`src/rtl/iterative_divider.sv`:
```
// rtl/iterative_divider.sv - radix-2 restoring divider for DIV/DIVU; optional DIV_EARLY_OUT_EN skips CALC when |dividend| < |divisor|
module iterative_divider #(
    parameter int WIDTH = 32,
    parameter int CNT_W = 6
) (
    input  logic             clk,
    input  logic             resetn,
    input  logic             i_start,
    input  logic             i_signed,
    input  logic [WIDTH-1:0] i_dividend,
    input  logic [WIDTH-1:0] i_divisor,
    input  logic             i_cancel,
    output logic             o_busy,
    output logic             o_done,
    output logic [WIDTH-1:0] o_quotient,
    output logic [WIDTH-1:0] o_remainder,
    output logic             o_div_by_zero
);

    typedef enum logic [1:0] {S_IDLE, S_CALC, S_FIX, S_DONE} state_t;

    state_t             r_state;
    state_t             w_next_state;
    logic               w_load;
    logic               w_commit;

    logic [WIDTH-1:0]   r_rem;
    logic [WIDTH-1:0]   r_quo;
    logic [WIDTH-1:0]   r_div_abs;
    logic [CNT_W-1:0]   r_count;
    logic               r_signed;
    logic               r_dvd_neg;
    logic               r_dvs_neg;
    logic [WIDTH-1:0]   r_quotient;
    logic [WIDTH-1:0]   r_remainder;
    logic               r_div_by_zero;

    logic [WIDTH-1:0]   w_dvd_abs;
    logic [WIDTH-1:0]   w_dvs_abs;
    logic               w_dvs_zero;
    logic [WIDTH:0]     w_shift;
    logic [WIDTH:0]     w_trial;
    logic [WIDTH-1:0]   w_quo_fix;
    logic [WIDTH-1:0]   w_rem_fix;

    assign w_dvd_abs  = (i_signed && i_dividend[WIDTH-1]) ? -i_dividend : i_dividend;
    assign w_dvs_abs  = (i_signed && i_divisor[WIDTH-1])  ? -i_divisor  : i_divisor;
    assign w_dvs_zero = (i_divisor == '0);

`ifdef DIV_EARLY_OUT_EN
    logic w_early;
    assign w_early = !w_dvs_zero && (w_dvd_abs < w_dvs_abs);
`endif

    // The trial difference's MSB is its sign: the shifted remainder never exceeds 2*divisor-1.
    assign w_shift = {r_rem, r_quo[WIDTH-1]};
    assign w_trial = w_shift - {1'b0, r_div_abs};

    assign w_quo_fix = (r_signed && (r_dvd_neg ^ r_dvs_neg)) ? -r_quo : r_quo;
    assign w_rem_fix = (r_signed && r_dvd_neg) ? -r_rem : r_rem;

    always_ff @(posedge clk) begin
        if (!resetn) r_state <= S_IDLE;
        else         r_state <= w_next_state;
    end

    always_comb begin
        w_next_state = r_state;
        o_busy       = 1'b0;
        w_load       = 1'b0;
        w_commit     = 1'b0;
        case (r_state)
            S_IDLE: begin
                if (i_start && !i_cancel) begin
                    o_busy = 1'b1;
                    w_load = 1'b1;
                    if (w_dvs_zero) w_next_state = S_DONE;
`ifdef DIV_EARLY_OUT_EN
                    else if (w_early) w_next_state = S_FIX;
`endif
                    else w_next_state = S_CALC;
                end
            end
            S_CALC: begin
                o_busy = 1'b1;
                if (i_cancel)                      w_next_state = S_IDLE;
                else if (r_count == CNT_W'(1))     w_next_state = S_FIX;
            end
            S_FIX: begin
                o_busy = 1'b1;
                if (i_cancel) begin
                    w_next_state = S_IDLE;
                end else begin
                    w_next_state = S_DONE;
                    w_commit     = 1'b1;
                end
            end
            S_DONE: w_next_state = S_IDLE;
            default: w_next_state = S_IDLE;
        endcase
    end

    // Results land on entry to DONE so they are already valid while o_done is high.
    always_ff @(posedge clk) begin
        if (!resetn) begin
            r_rem         <= '0;
            r_quo         <= '0;
            r_div_abs     <= '0;
            r_count       <= '0;
            r_signed      <= 1'b0;
            r_dvd_neg     <= 1'b0;
            r_dvs_neg     <= 1'b0;
            r_quotient    <= '0;
            r_remainder   <= '0;
            r_div_by_zero <= 1'b0;
        end else begin
            if (w_load) begin
                r_signed  <= i_signed;
                r_dvd_neg <= i_signed & i_dividend[WIDTH-1];
                r_dvs_neg <= i_signed & i_divisor[WIDTH-1];
                r_div_abs <= w_dvs_abs;
                r_count   <= CNT_W'(WIDTH);
                r_rem     <= '0;
                r_quo     <= w_dvd_abs;
`ifdef DIV_EARLY_OUT_EN
                if (w_early) begin
                    r_rem <= w_dvd_abs;
                    r_quo <= '0;
                end
`endif
                if (w_dvs_zero) begin
                    r_quotient    <= '1;
                    r_remainder   <= i_dividend;
                    r_div_by_zero <= 1'b1;
                end
            end else if (r_state == S_CALC) begin
                r_count <= r_count - CNT_W'(1);
                if (!w_trial[WIDTH]) begin
                    r_rem <= w_trial[WIDTH-1:0];
                    r_quo <= {r_quo[WIDTH-2:0], 1'b1};
                end else begin
                    r_rem <= w_shift[WIDTH-1:0];
                    r_quo <= {r_quo[WIDTH-2:0], 1'b0};
                end
            end
            if (w_commit) begin
                r_quotient    <= w_quo_fix;
                r_remainder   <= w_rem_fix;
                r_div_by_zero <= 1'b0;
            end
        end
    end

    assign o_done        = (r_state == S_DONE);
    assign o_quotient    = r_quotient;
    assign o_remainder   = r_remainder;
    assign o_div_by_zero = r_div_by_zero;

endmodule

```
`config.mk`:
```
export PLATFORM = sky130hd
export DESIGN_NAME = iterative_divider
export DESIGN_NICKNAME = d
export VERILOG_FILES = /design/src/rtl/iterative_divider.sv
export SDC_FILE = /design/constraint.sdc
export NUM_CORES = 1
export LEC_CHECK = 0
export ABC_CLOCK_PERIOD_IN_PS = 3400
export BUFFER_PORTS_ARGS = -buffer_cell sky130_fd_sc_hd__buf_2
export CAP_MARGIN = 0
export CORE_MARGIN = 1
export CORE_UTILIZATION = 50
export DETAILED_ROUTE_END_ITERATION = 12
export PLACE_DENSITY = 0.7
export SETUP_SLACK_MARGIN = 0.2
export SKIP_LAST_GASP = 1
export SLEW_MARGIN = 10
export SYNTH_ARGS = -nofsm -noshare
export SYNTH_HDL_FRONTEND = slang
export SYNTH_SLANG_ARGS = --single-unit
```
`constraint.sdc`:
```
create_clock -name clk -period 3.4 [get_ports clk]
set_input_delay 0.17 -clock clk [delete_from_list [all_inputs] [get_ports clk]]
set_output_delay 0.17 -clock clk [all_outputs]
set_load 0.05 [all_outputs]
```
==> metrics.cfg, run 1 <==
[status]
outcome = finished clean

[clock_tree]
insertion_delay_ns = 0.44
cts_sinks = 172
hold_buffers = 0
clk_pin_slew_ns = 0.07
tritoncts = done
root_buffer = clkbuf_16
cts_made_buffers = 17
htreeDepth = 4
cts_buffer_depth = 2

[logic_synthesis]
syn_area_per_cell_sq_um = 8.01
ys.flop_type = dfxtp_1
synth_area_sq_um = 11400
ys_types = 66
ys.warnings.count = 0
ys_ff_latch = 172
synth-edff-count = 0
async_reset_ff_share_pct = 0
synth_fp_nets = 1541
syn_inst = 1428
yosysSeqAreaShare_pct = 30.1

[final_layout]
n_antenna_cell = 0
drive_gt1_share_pct = 17.3
design_area_sq_um = 13400
area.growth.synth_to_final_pct = 16.8
final_nets = 1660
final_cells = 1840
post-route-util_pct = 60.3

[sta]
max_slew.worst_pin.slew_ns = 0.859
tns_ns = 0
post-route-period-util_pct = 95.3
slew_headroom_pct = 42.8
hold_slack_ns = 0.0337
max_freq_mhz = 309
finalHoldViolCount = 0
finClkSkew_ns = 0.0112
rsz0062_at_grt = true
drv_slew = 0
finalSetupViolCount = 0
setup_ws_ns = 0.160
fin_crit_ns = 3.24

[detailed_routing]
dr.pass1.iters = 5
vias_per_cell = 5.64
drc = 0
vias = 10400
ant_nets = 0
first_iter_violations = 703
routed_wl_um = 28900
wl_per_cell_um = 15.7

[placement]
dp_hpwl_um = 21200
placedInstanceArea_sq_um = 12500
portBuffers = 135
dp_slack_ns = 0.0465
dp_cells = 1797
place.gp.congestion = 0.917

[worst_setup_path]
crit_path_start_kind = flop
path_max_fanout = 8
cp.required_ns = 3.70
crit_family = compound AO/OA/AOI/OAI gates
max_stage_delay_ns = 0.35
cp_cell_sequence = inv_2, ha_4, fa_2, nand2b_4, a211o_1, a31oi_4, a211oi_2, o21ai_2, a2111oi_4, o31ai_4, buf_6, xnor2_4, buf_12, buf_12, mux2i_2, a21oi_1
critPathArrivalTime_ns = 3.54
path_common_cell = buf_12
crit_path_end_kind = flop
crit_slowest_cell = fa_2
crit_type = reg2reg
cp_num_buf_inv = 4

[die]
core_sq_um = 22200
rows = 54
die-area_sq_um = 23500
initial_utilization_pct = 51.6
io-pin-count = 136
die_w_um = 153
fp.dieH_um = 153

[power]
leakage_nw = 6.19
seqPwrFrac_pct = 20.8
net-switching-power_mw = 6.91
power.share.clock_pct = 13.4
internal_power_mw = 8.07
pwr_density_cell_nw_per_um2 = 1120
ir_worst_vdd_mv = 0.595
swShare_pct = 46.1
total_power_mw = 15.0
p_comb_share_pct = 65.7

[global_routing]
grt.total_usage_pct = 24.4
grt_max_degree = 68
grt_pass1_wl_um = 46900
grt_pass1_vias = 9429
gr-total-overflow = 0
antenna_found_initial = 1

[job]
maxCapViolations = 0

[worst_hold_path]
holdCritPathClass = in2reg

## power by group through the flow
stage	logic, mW	clock network [mW]	registers, mW
5_1_grt	10.7	2.13	3.19
6_report	9.84	2.01	3.12
4_1_cts	9.37	2.04	3.09
3_5_place_dp	8.71	0	3.14
2_1_floorplan	6.21	0	3.56
3_3_place_gp	8.58	0	3.12
## cell usage after synthesis (all sizes together), types with 7 or more instances
master / instances / area, sq um
dfxtp: 172 / 3440
a21oi: 146 / 731
o21ai: 127 / 636
nand2: 122 / 460
nor2: 106 / 400
mux2i: 85 / 851
clkbuf: 78 / 293
xor2: 77 / 674
xnor2: 69 / 612
inv: 62 / 233
nor3: 57 / 285
o211a: 49 / 490
ha: 43 / 538
o31ai: 20 / 155
nand3: 17 / 85.1
a31oi: 14 / 93.8
nor4: 14 / 103
and3: 13 / 86.3
buf: 13 / 116
nand2b: 13 / 81.3
and2: 12 / 77.6
o311a: 12 / 120
o21a: 10 / 75.1
a21o: 9 / 67.6
o41ai: 9 / 78.8
a211oi: 7 / 52.6
or4: 7 / 60.1
## layout make-up
class	count	area, sq um
Fill cell	2026	8800
Sequential cell	172	3450
Multi-Input combinational cell	1103	7530
Clock buffer	17	425
Timing Repair Buffer	191	1190
Inverter	62	233
Tap cell	280	350
Clock inverter	15	176
## routing by layer
metal  wire length [um]  up-vias  track usage (%)
li1                   -     5330                -
met1              13700     4752             32.7
met2              13500      253             41.3
met3               1310       36             3.54
met4                330        2             5.77
met5                 13        -                0
## worst reg2reg max path: cells and delay by family (launching register included)
family / cells / cell delay [ns]
simple gates: 1 / 0.15
xor+xnor: 1 / 0.13
flops: 1 / 0.33
compound gates: 7 / 1.27
buf+inv: 4 / 0.49
fa+ha+maj: 2 / 0.50
mux: 1 / 0.23
## state kept, by name, indices dropped and copies added (netlist names)
name           flops
r_dvs_neg          1
r_rem             32
r_quo             32
r_div_abs         32
o_div_by_zero      1
r_dvd_neg          1
r_count            6
r_state            2
o_remainder       32
o_quotient        32
r_signed           1
## path summary, 6_finish.rpt
kind | startpoint | end | slack [ns] | cells after the start
worst min register to register | r_div_abs[31] | r_div_abs[31] | 0.48 | 2
worst max register to register | r_quo[31] | r_rem[3] | 0.16 | 16
worst max-delay path | r_quo[31] | r_rem[3] | 0.16 | 16
worst min-delay path | i_divisor[31] | r_div_abs[31] | 0.03 | 3
## cells by family (layout without fill, tap and decap cells)
logic type	count (synthesis)	after routing	synth area share, %
AO/OA/AOI/OAI	434	434	24.1
AND/OR/NAND/NOR	392	392	16.4
flip-flops	172	172	30.1
buffers and inverters	153	285	5.61
XOR/XNOR	146	146	11.2
multiplexers	87	87	7.63
adder cells (fa/ha/maj)	44	44	4.88
## placed cells by master (no fill, tap or decap), types with 48 or more instances in the layout
master   Yosys  layout
dfxtp_1    172     170
o21ai_0    126     120
a21oi_1    146     145
mux2i_1     85      82
nand2_1    121     121
xor2_1      77      77
buf_4        4      48
o211a_1     49      49
nor2_1     105     105
nor3_1      57      54
inv_1       62      61
buf_2        3     134
xnor2_1     68      67
## timing repair
action | in CTS | in global routing
endpoints found under the setup margin | 31 | 38
cloned | 1 | 0
pin swaps | 15 | 13
resized for setup | 11 | 20
buffers inserted | 7 | 3
Note: power is estimated with default switching activity, not from simulation.
==> inputs of run 2 (changes only) <==
--- a/config.mk
+++ b/config.mk
@@ -8,6 +8,7 @@
 export ABC_CLOCK_PERIOD_IN_PS = 3400
 export BUFFER_PORTS_ARGS = -buffer_cell sky130_fd_sc_hd__buf_2
 export CAP_MARGIN = 0
+export CORE_ASPECT_RATIO = 0.6
 export CORE_MARGIN = 1
 export CORE_UTILIZATION = 50
 export DETAILED_ROUTE_END_ITERATION = 12
==> run 2 against run 1 <==
Non-clock buffer count grew 9; largest power group unchanged; worst hold slack gained 0.039 ns; flip-flop and latch count is the same; highest routed layer is now met4.
==> metrics.cfg, run 2 (synthesized netlist as in run 1, its figures left out) <==
[clock_tree]
cts_sinks = 172  ; unchanged
clk_pin_slew_ns = 0.06  ; was 0.07 ns
cts_buffer_depth = 2  ; unchanged
root_buffer = clkbuf_16  ; unchanged
htreeDepth = 4  ; unchanged
insertion_delay_ns = 0.44  ; about the same
cts_made_buffers = 17  ; unchanged
hold_buffers = 0  ; unchanged
tritoncts = done  ; unchanged

[die]
core_sq_um = 22200  ; about the same
io-pin-count = 136  ; unchanged
die_w_um = 197  ; was 153 um
die-area_sq_um = 23500  ; about the same
fp.dieH_um = 119  ; was 153 um
initial_utilization_pct = 51.5  ; was 51.6%
rows = 42  ; was 54

[worst_setup_path]
crit_slowest_cell = a211o_1  ; was fa_2
critPathArrivalTime_ns = 3.54  ; about the same
max_stage_delay_ns = 0.35  ; about the same
crit_path_end_kind = flop  ; unchanged
cp.required_ns = 3.69  ; was 3.70 ns
path_common_cell = buf_12  ; unchanged
cp_cell_sequence = inv_2, ha_4, fa_2, nand2b_4, a211o_1, a31oi_4, a211oi_2, o21ai_2, a2111oi_4, o31ai_4, buf_6, xnor2_4, buf_12, buf_12, mux2i_1, a21oi_1  ; was inv_2, ha_4, fa_2, nand2b_4, a211o_1, a31oi_4, a211oi_2, o21ai_2, a2111oi_4, o31ai_4, buf_6, xnor2_4, buf_12, buf_12, mux2i_2, a21oi_1
path_max_fanout = 7  ; was 8
crit_path_start_kind = flop  ; unchanged
crit_type = reg2reg  ; unchanged
cp_num_buf_inv = 4  ; unchanged
crit_family = compound AO/OA/AOI/OAI gates  ; unchanged

[power]
p_comb_share_pct = 66.3  ; was 65.7%
total_power_mw = 15.3  ; was 15.0 mW
swShare_pct = 46.0  ; was 46.1%
leakage_nw = 6.25  ; was 6.19 nW
seqPwrFrac_pct = 20.6  ; was 20.8%
internal_power_mw = 8.26  ; was 8.07 mW
pwr_density_cell_nw_per_um2 = 1140  ; was 1120 nW/um^2
ir_worst_vdd_mv = 0.730  ; was 0.595 mV
power.share.clock_pct = 13.1  ; was 13.4%
net-switching-power_mw = 7.03  ; was 6.91 mW

[global_routing]
grt.total_usage_pct = 28.0  ; was 24.4%
grt_max_degree = 55  ; was 68
antenna_found_initial = 0  ; was 1
grt_pass1_wl_um = 52400  ; was 46900 um
gr-total-overflow = 0  ; unchanged
grt_pass1_vias = 9643  ; was 9429

[final_layout]
n_antenna_cell = 0  ; unchanged
nFillCells = 1972  ; was 2026
drive_gt1_share_pct = 17.7  ; was 17.3%
layout_common_cells = dfxtp_1, a21oi_1, buf_2, nand2_1, o21ai_0  ; unchanged
post-route-util_pct = 60.6  ; was 60.3%
final_nets = 1669  ; was 1660
final_common_cell = dfxtp_1  ; unchanged
area.growth.synth_to_final_pct = 17.7  ; was 16.8%

[placement]
portBuffers = 135  ; unchanged
place.gp.congestion = 0.899  ; was 0.917
dp_slack_ns = -0.0258  ; was 0.0465 ns
dp_hpwl_um = 24400  ; was 21200 um

[detailed_routing]
ant_nets = 0  ; unchanged
first_iter_violations = 1051  ; was 703
routed_wl_um = 32700  ; was 28900 um
vias = 10900  ; was 10400
drc = 0  ; unchanged
dr.pass1.iters = 5  ; unchanged
vias_per_cell = 5.83  ; was 5.64
wl_per_cell_um = 17.4  ; was 15.7 um

[sta]
finalHoldViolCount = 0  ; unchanged
finalSetupViolCount = 0  ; unchanged
max_freq_mhz = 308  ; was 309 MHz
setup_ws_ns = 0.151  ; was 0.160 ns
rsz0062_at_grt = true  ; unchanged
post-route-period-util_pct = 95.6  ; was 95.3%
drv_slew = 0  ; unchanged
slew_headroom_pct = 47.1  ; was 42.8%
finClkSkew_ns = 0.00969  ; was 0.0112 ns
fin_crit_ns = 3.25  ; was 3.24 ns
hold_slack_ns = 0.0727  ; was 0.0337 ns
max_slew.worst_pin.slew_ns = 0.792  ; was 0.859 ns

[status]
outcome = finished clean  ; unchanged

[worst_hold_path]
holdCritPathClass = in2reg  ; unchanged

[job]
maxCapViolations = 0  ; unchanged

-- run 2: cell types whose count changed in the layout (fill, tap and decap cells not counted), moves of 3 or more --
cell and change:
clkinv_4 -3, inv_6 -6, clkbuf_8 +5, buf_4 +9
-- run 2: worst paths after layout --
check / start / endpoint / slack (ns) / cells after the start
max reg2reg: r_quo[31] / r_rem[10] / 0.15 / 16
min: i_divisor[31] / r_div_abs[31] / 0.07 / 3
min reg2reg: r_div_abs[31] / r_div_abs[31] / 0.47 / 2
max: r_quo[31] / r_rem[10] / 0.15 / 16
-- run 2: power groups by stage --
stage | combinational (mW) | sequential, mW | clock (mW)
2_1_floorplan | 6.21 | 3.56 | 0
3_3_place_gp | 8.78 | 3.15 | 0
3_5_place_dp | 8.90 | 3.16 | 0
4_1_cts | 9.74 | 3.13 | 2.03
5_1_grt | 11.0 | 3.21 | 2.12
6_report | 10.1 | 3.15 | 2.00
-- run 2: area by class of cell --
class                   count  area (sq um)  share of cell area, %
clock buffers              24           502                   3.73
multi-input cells        1103          7540                   56.0
well taps                 308           385                   2.86
flip-flops and latches    172          3450                   25.6
clock inverters             6          85.1                  0.632
inverters                  62           233                   1.73
repair buffers            200          1280                   9.48
-- run 2: what timing repair did --
action / in CTS / in global routing
pin swaps: 28 / 10
endpoints found under the setup margin: 33 / 39
gates cloned: 2 / 0
hold endpoints to repair: 0 / 0
setup buffers: 11 / 5
gates resized for setup: 13 / 18
-- run 2: worst min-delay path, cell delays in order --
cell      delay [ns]
buf_2           0.12
nand3_1         0.09
a21boi_0        0.08
-- run 2: stage by stage --
| step | TNS [ns] | area, sq um | cells |
|---|---|---|---|
| 2_1_floorplan | 0 | 11500 | 1428 |
| 6_report | 0 | 13500 | 1875 |
| 3_3_place_gp | 0 | 12600 | 1827 |
| 5_1_grt | 0 | 13500 | 1875 |
| 4_1_cts | 0 | 13400 | 1870 |
| 3_5_place_dp | -0.0338 | 12600 | 1827 |
-- run 2: per-layer routing --
layer  track usage, %  share of wire (%)
met5                0                  0
met2             37.4                 40
met1             45.3                 51
met3             5.10                8.3
met4             5.38               0.95
